===== src/rtl/shift_issue_stage_pkg.sv =====
// Shared definitions for the shift issue/retire stage: op encodings seen by
// the external shift unit and the request-op canonicalisation.
package shift_issue_stage_pkg;

   // Codes the shift unit understands; su_op only ever carries one of these.
   typedef enum logic [2:0] {
      OP_ROTL = 3'b000,
      OP_ROTR = 3'b001,
      OP_SLL  = 3'b010,
      OP_SRL  = 3'b011,
      OP_SRA  = 3'b111
   } su_op_e;

   // Arithmetic left shift is identical to logical left shift, so the three
   // sla codes (and 010 itself) all collapse onto OP_SLL.
   function automatic su_op_e canon_op(input logic [2:0] op);
      su_op_e res;
      case (op)
         3'b000:  res = OP_ROTL;
         3'b001:  res = OP_ROTR;
         3'b011:  res = OP_SRL;
         3'b111:  res = OP_SRA;
         default: res = OP_SLL;
      endcase
      return res;
   endfunction

endpackage


===== src/rtl/shift_issue_stage_pipe_reg.sv =====
// One pipeline slot: a valid bit plus a payload register. Flush beats load,
// load beats clear; the payload only changes on an accepted load.
module pipe_reg_stage #(
   parameter int W = 8
) (
   input  logic         clk,
   input  logic         rst_n,
   input  logic         flush_i,
   input  logic         load_i,
   input  logic         clear_i,
   input  logic [W-1:0] data_i,
   output logic         valid_o,
   output logic [W-1:0] data_o
);

   logic         valid_d, valid_q;
   logic [W-1:0] data_d, data_q;

   // Next-state selection for the slot: flush, then load, then clear.
   always_comb begin
      valid_d = valid_q;
      data_d  = data_q;
      if (flush_i) begin
         valid_d = 1'b0;
      end else if (load_i) begin
         valid_d = 1'b1;
         data_d  = data_i;
      end else if (clear_i) begin
         valid_d = 1'b0;
      end
   end

   // Slot registers, cleared asynchronously.
   always_ff @(posedge clk or negedge rst_n) begin
      if (!rst_n) begin
         valid_q <= 1'b0;
         data_q  <= '0;
      end else begin
         valid_q <= valid_d;
         data_q  <= data_d;
      end
   end

   assign valid_o = valid_q;
   assign data_o  = data_q;

endmodule


===== src/rtl/shift_issue_stage.sv =====
// Registered issue (S1) / retire (S2) wrapper around an external
// combinational 32-bit shift unit, with a saturating completion counter.
//
// Handshakes: a transfer happens on a rising edge where valid and ready are
// both high. A producer holds valid and its payload until that edge; ready
// never depends combinationally on the same port's valid. Here in_ready is a
// function of the stage state, out_ready and flush only.
module shift_issue_stage
   import shift_issue_stage_pkg::*;
#(
   parameter int TAG_W = 4,
   parameter int CNT_W = 16
) (
   input  logic             clk,
   input  logic             rst_n,
   input  logic             flush,
   input  logic             in_valid,
   output logic             in_ready,
   input  logic [31:0]      in_a,
   input  logic [4:0]       in_b,
   input  logic [2:0]       in_op,
   input  logic [TAG_W-1:0] in_tag,
   output logic [31:0]      su_a,
   output logic [4:0]       su_b,
   output logic [2:0]       su_op,
   input  logic [31:0]      su_result,
   output logic             out_valid,
   input  logic             out_ready,
   output logic [31:0]      out_result,
   output logic [TAG_W-1:0] out_tag,
   output logic [1:0]       occupancy,
   output logic [CNT_W-1:0] done_count
);

   localparam int S1_W = 32 + 5 + 3 + TAG_W;
   localparam int S2_W = 32 + TAG_W;

   logic             s1_valid_q, s2_valid_q;
   logic [S1_W-1:0]  s1_data_d, s1_data_q;
   logic [S2_W-1:0]  s2_data_d, s2_data_q;
   logic             s1_adv, s2_adv, s1_load, s2_load;
   logic [TAG_W-1:0] s1_tag;
   su_op_e           in_op_canon;
   logic             done_inc;
   logic [CNT_W-1:0] done_count_d, done_count_q;

   // Stall chain: a slot may take new data when it is empty or its
   // occupant leaves this cycle, so S2 draining lets S1 pass straight through.
   always_comb begin
      s2_adv   = !s2_valid_q || out_ready;
      s1_adv   = !s1_valid_q || s2_adv;
      in_ready = s1_adv && !flush;
      s1_load  = in_valid && in_ready;
      s2_load  = s1_valid_q && s2_adv;
   end

   // Capture payloads: canonical op into S1, unit result plus S1 tag into S2.
   always_comb begin
      in_op_canon = canon_op(in_op);
      s1_data_d   = {in_a, in_b, in_op_canon, in_tag};
      s2_data_d   = {su_result, s1_tag};
   end

   pipe_reg_stage #(.W(S1_W)) u_s1 (
      .clk     (clk),
      .rst_n   (rst_n),
      .flush_i (flush),
      .load_i  (s1_load),
      .clear_i (s1_adv),
      .data_i  (s1_data_d),
      .valid_o (s1_valid_q),
      .data_o  (s1_data_q)
   );

   pipe_reg_stage #(.W(S2_W)) u_s2 (
      .clk     (clk),
      .rst_n   (rst_n),
      .flush_i (flush),
      .load_i  (s2_load),
      .clear_i (out_ready),
      .data_i  (s2_data_d),
      .valid_o (s2_valid_q),
      .data_o  (s2_data_q)
   );

   assign {su_a, su_b, su_op, s1_tag} = s1_data_q;
   assign {out_result, out_tag}       = s2_data_q;
   assign out_valid                   = s2_valid_q;
   assign occupancy                   = {1'b0, s1_valid_q} + {1'b0, s2_valid_q};

   // Count completed output handshakes; a flush cycle does not count and
   // the counter sticks at all-ones.
   always_comb begin
      done_inc     = s2_valid_q && out_ready && !flush && (done_count_q != '1);
      done_count_d = done_inc ? done_count_q + 1'b1 : done_count_q;
   end

   // Completion counter register.
   always_ff @(posedge clk or negedge rst_n) begin
      if (!rst_n) begin
         done_count_q <= '0;
      end else begin
         done_count_q <= done_count_d;
      end
   end

   assign done_count = done_count_q;

endmodule


===== config.mk =====
export PLATFORM = sky130hd
export DESIGN_NAME = shift_issue_stage
export DESIGN_NICKNAME = d
export VERILOG_FILES = /design/src/rtl/shift_issue_stage_pkg.sv /design/src/rtl/shift_issue_stage_pipe_reg.sv /design/src/rtl/shift_issue_stage.sv
export SDC_FILE = /design/constraint.sdc
export NUM_CORES = 1
export LEC_CHECK = 0
export ABC_AREA = 1
export CAP_MARGIN = 15
export CORE_AREA = 5 5 111 113
export CTS_CLUSTER_SIZE = 8
export DETAILED_ROUTE_END_ITERATION = 6
export DIE_AREA = 0 0 116 118
export PLACE_DENSITY = 0.84
export SYNTH_ARGS = -nofsm -noshare
export SYNTH_HDL_FRONTEND = slang
export SYNTH_SLANG_ARGS = --single-unit

===== constraint.sdc =====
create_clock -name clk -period 3.17 [get_ports clk]
set_input_delay 0.634 -clock clk [delete_from_list [all_inputs] [get_ports clk]]
set_output_delay 0.634 -clock clk [all_outputs]
set_load 0.02 [all_outputs]

==> impl_metrics.py, run 1 <==
metrics = {
    "route": {
        "wl_per_cell_um": 14.4,
        "routed_wl_um": 10800,
        "drc": 0,
        "via_per_inst": 4.61,
        "final_antenna_net_count": 0,
        "vias": 3454,
        "drt_pass1_iterations": 4,
        "drtIter0Drc": 82,
    },
    "clocking": {
        "clock_sinks": 98,
        "clockBufferDepth": 2,
        "cts_tree": "built",
        "htree_levels": 3,
        "worstSkewPairLatency_ns": 0.33,
        "cts_root_buf": "clkbuf_16",
        "numCtsBuffers": 9,
        "cts.reportedPaths.clkPinSlew_ns": 0.06,
        "post_cts_buffers": 0,
        "cts_resized": 0,
        "cts_hold_buf": 0,
    },
    "worst_setup_path": {
        "required_ns": 2.54,
        "endpoint_kind": "output pin",
        "cp_max_fo": 2,
        "rrSetupSlack_ns": 1.21,
        "critPathSlowestCell": "clkdlybuf4s50_1",
        "cp.buffers_inverters": 4,
        "cp-start-kind": "primary input",
        "ff2ff_path_depth": 8,
        "endpoint": "in_ready",
        "crit_path_start": "out_ready",
        "path_class": "in -> out",
        "crit_arrival_ns": 2.10,
        "r2r_start": "done_count[0]",
        "crit_cells": 6,
        "cp_top_family": "buffers and inverters",
        "max_stage_delay_ns": 0.60,
        "r2r-end": "done_count[15]",
        "path_cells": "clkdlybuf4s50_1, inv_1, nand3_1, nand2_1, inv_1, clkdlybuf4s50_1",
    },
    "synthesis": {
        "synth_warnings": 0,
        "avgSynthCellArea_um2": 9.38,
        "syn_inst": 468,
        "synth.yosys.seq_area_share_pct": 55.9,
        "ys_async_sr_fraction_pct": 100,
        "ys_types": 23,
        "synth_top_area_share_pct": 55.9,
        "synth-main-ff-cell": "dfrtp_1",
        "synth_edf_count": 0,
        "ys_seq_elements": 98,
        "netlist.top_cell.by_area": "dfrtp_1",
        "syn_area_um2": 4390,
        "syn_nets": 551,
        "synth.area.top_cells": "dfrtp_1 56%, nand2_1 17%, mux2_2 8.2%, buf_4 6.8%, o21ai_0 1.9%",
    },
    "final_layout": {
        "layout-drive-gt1-share_pct": 9.88,
        "antenna_cells_inserted": 0,
        "filler_cell_count": 994,
        "nets": 687,
        "syn2layout_area_growth_pct": 43.0,
    },
    "sta": {
        "min_period_over_period_pct": 86.3,
        "tightest_slew_ns": 0.719,
        "setup_slack_ns": 0.433,
        "slew_violations": 0,
        "finalSetupViolations": 0,
        "worst_clock_skew_ns": 0.00799,
        "maxSlewHeadroom_pct": 52.1,
        "max_freq_mhz": 365,
        "fin_setup_tns_ns": 0,
        "final.min_clock_period_ns": 2.74,
        "rsz0062_at_grt": "false",
        "hold_viol": 0,
    },
    "floorplanning": {
        "die_h_um": 118,
        "start_util_pct": 39.1,
        "core_area_um2": 11200,
        "core.rowCount": 39,
        "ios": 177,
        "die_w_um": 116,
        "die-area_um2": 13700,
    },
    "global_routing": {
        "grt_pass1_vias": 3641,
        "grt_overflow": 0,
        "grt_usage_pct": 15.8,
        "grt_pass1_wl_um": 17500,
        "grt_max_degree": 56,
        "grt_antenna_before_repair": 0,
    },
    "power_and_ir_drop": {
        "p_leak_nw": 2.86,
        "cellPowerDensity_nw_per_um2": 562,
        "irDropWorstVdd_mv": 0.291,
    },
    "placement": {
        "dp.final_hpwl_um": 8040,
        "gp_congestion": 0.817,
        "portBuffers": 176,
        "place_ws_ns": 0.438,
    },
    "run_status": {
        "outcome": "completed",
    },
    "run": {
        "cap_violations": 0,
    },
    "min_path": {
        "hold_class": "in -> async",
    },
}
stage by stage:
step	total power [W]	hold WS, ns	cells	utilization, %	cell area [um^2]
floorplan	0.00208	0.338	468	-	4390
global placement	0.00253	0.454	736	53.5	6000
detailed placement	0.00256	0.459	736	53.5	6000
CTS	0.00359	0.384	750	56.0	6280
global route	0.00370	0.420	750	56.0	6280
finish	0.00353	0.362	750	56.0	6280
cells in the mapped netlist, types with 2 or more instances:
library cell	count
nand2_1	202
dfrtp_1	98
buf_4	40
mux2_2	32
inv_1	17
nor2_1	17
o21ai_0	17
buf_2	8
nand3_1	6
clkbuf_1	5
nand4_1	5
xnor2_1	5
buf_6	2
ha_1	2
nand2_2	2
nor2_4	2
xor2_1	2
worst min path at each step:
stage	to	cells after the start
floorplan	done_count[0]	0
global placement	u_s1.data_o[18]	2
CTS	u_s1.data_o[21]	1
finish	u_s1.data_o[22]	1
detailed placement	u_s1.data_o[39]	2
global route	u_s1.data_o[22]	1
cell type report:
| class | count | area (um^2) | share of cell area, % |
|---|---|---|---|
| Sequential cell | 98 | 2450 | 39.1 |
| Timing Repair Buffer | 180 | 1800 | 28.7 |
| Multi-Input combinational cell | 295 | 1490 | 23.7 |
| Clock buffer | 11 | 253 | 4.02 |
| Tap cell | 143 | 179 | 2.85 |
| Inverter | 20 | 77.6 | 1.24 |
| Clock inverter | 3 | 25.0 | 0.398 |
sequential cells by signal, summed over array words and instances (netlist names):
name and count:
u_s1.data_o 44, u_s2.data_o 36, done_count 16, u_s1.valid_o 1, u_s2.valid_o 1
layer usage:
| metal | wire [um] | part of all wire, % | GRT usage [%] | vias to the layer above |
|---|---|---|---|---|
| met2 | 5550 | 51 | 27.7 | 120 |
| met5 | 0 | 0 | 0 | - |
| met4 | 98 | 0.91 | 4.93 | 0 |
| li1 | - | - | - | 1690 |
| met1 | 4320 | 40 | 18.7 | 1632 |
| met3 | 842 | 7.8 | 4.11 | 12 |
cell families after synthesis:
family / synth area share, %
buffers and inverters: 10.5
flip-flops: 55.9
AND/OR/NAND/NOR: 20.9
AO/OA/AOI/OAI: 2.59
XOR/XNOR: 1.40
multiplexers: 8.21
adder cells (fa/ha/maj): 0.570
report_power, final:
group	leakage, nW	switching [W]	internal [W]	total, W
Clock	0.134	0.000431	0.000570	0.00100
Combinational	1.51	0.000475	0.000508	0.000983
Sequential	1.22	0.000110	0.00143	0.00154
Total	2.86	0.00102	0.00251	0.00353
cell usage in the layout, fill, tap and decap left out, types with 2 or more instances in the layout:
cell type / instances
buf_4: 4
clkbuf_16: 9
clkbuf_8: 2
clkdlybuf4s50_1: 175
dfrtp_1: 98
ha_1: 2
inv_1: 17
mux2_2: 32
nand2_1: 202
nand2_2: 2
nand3_1: 5
nand4_1: 5
nor2_1: 16
nor2_4: 3
o21ai_0: 17
xnor2_1: 5
xor2_1: 2
Power figures use the tool's default switching activity.
==> run 2, diff against run 1 <==
- CORE_AREA: 5 5 111 113 -> 2 2 108 110
- DIE_AREA: 0 0 116 118 -> 0 0 110 112
==> impl_metrics.py, run 2 (synthesized netlist as in run 1, its figures left out) <==
metrics = {
    "run_status": {
        "outcome": "completed",
    },
    "clocking": {
        "clockBufferDepth": 2,
        "numCtsBuffers": 9,
        "clock_sinks": 98,
        "cts_hold_buf": 0,
        "post_cts_buffers": 0,
        "cts.reportedPaths.clkPinSlew_ns": 0.07,
        "htree_levels": 3,
        "cts_tree": "built",
        "worstSkewPairLatency_ns": 0.33,
        "cts_resized": 0,
        "cts_root_buf": "clkbuf_16",
    },
    "global_routing": {
        "grt_pass1_wl_um": 16300,
        "grt_antenna_before_repair": 0,
        "grt_pass1_vias": 3486,
        "grt_overflow": 0,
        "grt_usage_pct": 16.7,
        "grt_max_degree": 99,
    },
    "sta": {
        "maxSlewHeadroom_pct": 64.8,
        "min_period_over_period_pct": 83.7,
        "hold_viol": 0,
        "tightest_slew_ns": 0.528,
        "fin_setup_tns_ns": 0,
        "max_freq_mhz": 377,
        "worst_clock_skew_ns": 0.00499,
        "finalSetupViolations": 0,
        "slew_violations": 0,
        "final.min_clock_period_ns": 2.65,
        "rsz0062_at_grt": "false",
        "whs_ns": 0.325,
        "setup_slack_ns": 0.517,
    },
    "route": {
        "wl_per_cell_um": 13.4,
        "vias": 3441,
        "drtIter0Drc": 121,
        "drc": 0,
        "routed_wl_um": 10100,
        "via_per_inst": 4.57,
        "final_antenna_net_count": 0,
        "drt_pass1_iterations": 4,
    },
    "power_and_ir_drop": {
        "swShare_pct": 28.3,
        "finalPower_w": 0.00363,
        "p_clk_share_pct": 30.5,
        "power_frac_seq_pct": 42.6,
        "irDropWorstVdd_mv": 0.349,
        "power_frac_comb_pct": 26.9,
        "cellPowerDensity_nw_per_um2": 574,
        "p_leak_nw": 2.89,
        "p_sw_w": 0.00103,
        "p_int_w": 0.00260,
    },
    "placement": {
        "place_ws_ns": 0.518,
        "gp_congestion": 0.820,
        "portBuffers": 176,
        "dp.final_hpwl_um": 7460,
    },
    "final_layout": {
        "multi_input_area_um2": 1490,
        "filler_cell_count": 973,
        "syn2layout_area_growth_pct": 44.0,
        "layout-drive-gt1-share_pct": 10.3,
        "largest_reg_flops": 44,
        "final_cell_mix": "202 x nand2_1, 175 x clkdlybuf4s50_1, 98 x dfrtp_1",
        "final_common_cell": "nand2_1",
        "utilization_pct": 56.6,
        "nets": 688,
        "antenna_cells_inserted": 0,
        "seqCellArea_um2": 2450,
    },
    "floorplanning": {
        "core.rowCount": 39,
        "die_h_um": 112,
        "die-area_um2": 12300,
        "core_area_um2": 11200,
        "die_w_um": 110,
        "ios": 177,
        "start_util_pct": 39.3,
    },
    "worst_setup_path": {
        "r2r_start": "done_count[0]",
        "crit_path_start": "out_ready",
        "path_class": "in -> out",
        "cp_max_fo": 2,
        "required_ns": 2.54,
        "endpoint_kind": "output pin",
        "cp-start-kind": "primary input",
        "crit_arrival_ns": 2.02,
    },
    "run": {
        "cap_violations": 0,
    },
    "min_path": {
        "hold_class": "in -> async",
    },
}
-- run 2: cell count changes in the layout (fill, tap and decap cells not counted), sizes merged --
| cell | previous run | this run |
|---|---|---|
| buf | 5 | 6 |
| bufinv | 0 | 1 |
| clkinv | 2 | 4 |
| clkinvlp | 1 | 0 |
-- run 2: worst paths after layout --
| kind | end | slack, ns | cells past startpoint |
|---|---|---|---|
| min in group clk | u_s1.data_o[26] | 0.47 | 2 |
| max in group asynchronous | u_s2.data_o[1] | 2.41 | 2 |
| worst min register to register | u_s1.data_o[26] | 0.47 | 2 |
| worst min-delay path | u_s2.data_o[30] | 0.32 | 2 |
| worst max-delay path | in_ready | 0.52 | 6 |
| worst max register to register | done_count[13] | 1.16 | 8 |
-- run 2: worst max-delay path, stage by stage --
cell and delay (ns):
clkdlybuf4s50_1 0.47, inv_1 0.05, nand3_1 0.09, nand2_1 0.11, inv_1 0.07, clkdlybuf4s50_1 0.60
-- run 2: layout make-up --
| type | instances | area share [%] |
|---|---|---|
| sequential | 98 | 38.8 |
| timing repair buffer | 181 | 28.6 |
| multi-input combinational | 295 | 23.6 |
| clock buffer | 11 | 4.00 |
| clock inverter | 5 | 0.970 |
| inverter | 20 | 1.23 |
| tap | 143 | 2.83 |
-- run 2: power groups by stage --
stage,clock network (W),registers [W],logic [W]
after global routing,0.00120,0.00157,0.00104
after detailed placement,0,0.00157,0.000986
after floorplan,0,0.00169,0.000396
final,0.00111,0.00154,0.000975
after CTS,0.00115,0.00155,0.000989
after global placement,0,0.00156,0.000965
-- run 2: metal layers --
metal,GRT usage [%],up-vias,routed length (um)
li1,-,1695,-
met1,20.7,1618,4250
met4,5.40,0,112
met5,0,-,0
met3,3.51,12,711
met2,28.6,116,5040
-- run 2: through the flow --
| step | instance area [um^2] | std cells |
|---|---|---|
| after global routing | 6320 | 753 |
| after CTS | 6320 | 753 |
| final | 6320 | 753 |
| after global placement | 6010 | 737 |
| after detailed placement | 6010 | 737 |
| after floorplan | 4390 | 468 |
==> run 3, diff against run 2 <==
- CORE_AREA: 2 2 108 110 -> 2 2 110 112
- DIE_AREA: 0 0 110 112 -> 0 0 112 114
- PLACE_DENSITY: 0.84 -> 0.85
- clock period: 3.17 -> 2.42 ns (I/O delays scaled with it)
==> impl_metrics.py, run 3 (synthesized netlist as in run 1, its figures left out) <==
metrics = {
    "run_status": {
        "outcome": "completed",
    },
    "sta": {
        "final.min_clock_period_ns": 2.24,
        "maxSlewHeadroom_pct": 64.4,
        "max_freq_mhz": 446,
        "fin_setup_tns_ns": 0,
        "rsz0062_at_grt": "false",
        "min_period_over_period_pct": 92.7,
        "tightest_slew_ns": 0.532,
        "hold_viol": 0,
        "worst_clock_skew_ns": 0.0102,
        "finalSetupViolations": 0,
        "slew_violations": 0,
    },
    "global_routing": {
        "grt_pass1_wl_um": 17300,
        "grt_usage_pct": 16.7,
        "grt_max_degree": 51,
        "gr-usage-met2_pct": 29.2,
        "grt_overflow": 0,
        "grt_pass1_vias": 3563,
        "grt_use_met1_pct": 20.0,
        "gr-usage-met3_pct": 3.99,
        "grt-busiest-layer": "met2",
        "grt_antenna_before_repair": 0,
    },
    "power_and_ir_drop": {
        "p_leak_nw": 2.91,
        "swShare_pct": 29.1,
        "power_frac_seq_pct": 42.2,
        "p_sw_w": 0.00139,
        "power_frac_comb_pct": 27.0,
        "irDropWorstVdd_mv": 0.488,
        "p_clk_share_pct": 30.8,
        "p_int_w": 0.00339,
        "cellPowerDensity_nw_per_um2": 751,
    },
    "run": {
        "cap_violations": 0,
    },
    "route": {
        "vias": 3552,
        "via_per_inst": 4.68,
        "drt_pass1_iterations": 4,
        "routed_wl_um": 10600,
        "wl_per_cell_um": 13.9,
        "final_antenna_net_count": 0,
        "drc": 0,
        "drtIter0Drc": 161,
    },
    "final_layout": {
        "fin_area_um2": 6370,
        "antenna_cells_inserted": 0,
        "layout-drive-gt1-share_pct": 10.6,
        "filler_cell_count": 1033,
        "nets": 690,
        "final_cell_mix": "202 x nand2_1, 174 x clkdlybuf4s50_1, 98 x dfrtp_1",
        "largest_reg_flops": 44,
        "syn2layout_area_growth_pct": 45.1,
        "final_common_cell": "nand2_1",
    },
    "clocking": {
        "cts_hold_buf": 0,
        "cts_tree": "built",
        "cts_root_buf": "clkbuf_16",
        "clock_sinks": 98,
        "htree_levels": 3,
        "cts.reportedPaths.clkPinSlew_ns": 0.07,
        "worstSkewPairLatency_ns": 0.34,
        "clockBufferDepth": 2,
        "numCtsBuffers": 9,
    },
    "floorplanning": {
        "core.rowCount": 40,
        "die-area_um2": 12800,
        "die_h_um": 114,
        "ios": 177,
        "die_w_um": 112,
        "core_area_um2": 11700,
        "start_util_pct": 37.5,
    },
    "min_path": {
        "hold_class": "in -> async",
    },
    "placement": {
        "placed_area_um2": 6050,
        "gp_congestion": 0.847,
        "dp.final_hpwl_um": 7860,
        "portBuffers": 176,
    },
    "worst_setup_path": {
        "cp_max_fo": 5,
        "required_ns": 1.94,
        "cp-start-kind": "flip-flop",
        "endpoint_kind": "output pin",
        "path_class": "reg -> out",
        "crit_arrival_ns": 1.76,
        "ff2ff_path_depth": 8,
    },
}
## run 3: cell count changes in the layout (fill, tap and decap cells not counted), sizes merged
cell           delta
buf               +2
clkinv            -2
inv               +2
clkbuf            -1
clkdlybuf4s50     -1
clkinvlp          +1
dlymetal6s2s      +1
## run 3: worst paths after layout
path / slack, ns / start / to
worst max-delay path: 0.18 / u_s2.valid_o / occupancy[0]
worst min-delay path: 0.03 / rst_n / u_s2.data_o[11]
worst max register to register: 0.39 / done_count[0] / done_count[13]
worst min register to register: 0.47 / u_s1.data_o[14] / u_s1.data_o[14]
max in group asynchronous: 1.73 / rst_n / done_count[9]
min in group clk: 0.47 / u_s1.data_o[14] / u_s1.data_o[14]
## run 3: repair_timing
item                       CTS  global route
gates resized for setup      0             1
setup buffers                0             0
setup endpoints to repair    0             1
## run 3: cell type report
class / count / area (um^2) / share of cell area (%)
timing repair buffer: 183 / 1850 / 29.1
inverter: 20 / 77.6 / 1.22
clock inverter: 6 / 72.6 / 1.14
tap: 147 / 184 / 2.89
multi-input combinational: 295 / 1490 / 23.4
clock buffer: 10 / 239 / 3.75
sequential: 98 / 2450 / 38.5
## run 3: metal layers
layer | vias to the layer above | wire, um
met5 | - | 0
met4 | 0 | 225
met3 | 17 | 681
met2 | 128 | 5380
met1 | 1704 | 4270
li1 | 1703 | -
## run 3: worst max-delay path: stages (launching register included)
cell	delay, ns
dfrtp_1	0.43
ha_1	0.31
clkdlybuf4s50_1	0.68
## run 3: metrics by stage
stage | util [%] | setup slack [ns] | cells | total power [W] | hold WS [ns]
2_1_floorplan | - | 0.666 | 468 | 0.00273 | 0.188
3_3_place_gp | 51.7 | 0.0311 | 743 | 0.00331 | 0.387
3_5_place_dp | 51.7 | 0.0229 | 743 | 0.00335 | 0.396
4_1_cts | 54.4 | 0.0164 | 759 | 0.00485 | 0.0275
5_1_grt | 54.4 | 0.109 | 759 | 0.00501 | 0.0412
6_report | 54.4 | 0.176 | 759 | 0.00478 | 0.0324
## run 3: power groups by stage
| stage | sequential [W] | clock (W) | combinational [W] |
|---|---|---|---|
| after floorplan | 0.00221 | 0 | 0.000519 |
| final | 0.00202 | 0.00147 | 0.00129 |
| after CTS | 0.00202 | 0.00152 | 0.00131 |
| after detailed placement | 0.00205 | 0 | 0.00130 |
| after global placement | 0.00204 | 0 | 0.00128 |
| after global routing | 0.00205 | 0.00158 | 0.00138 |
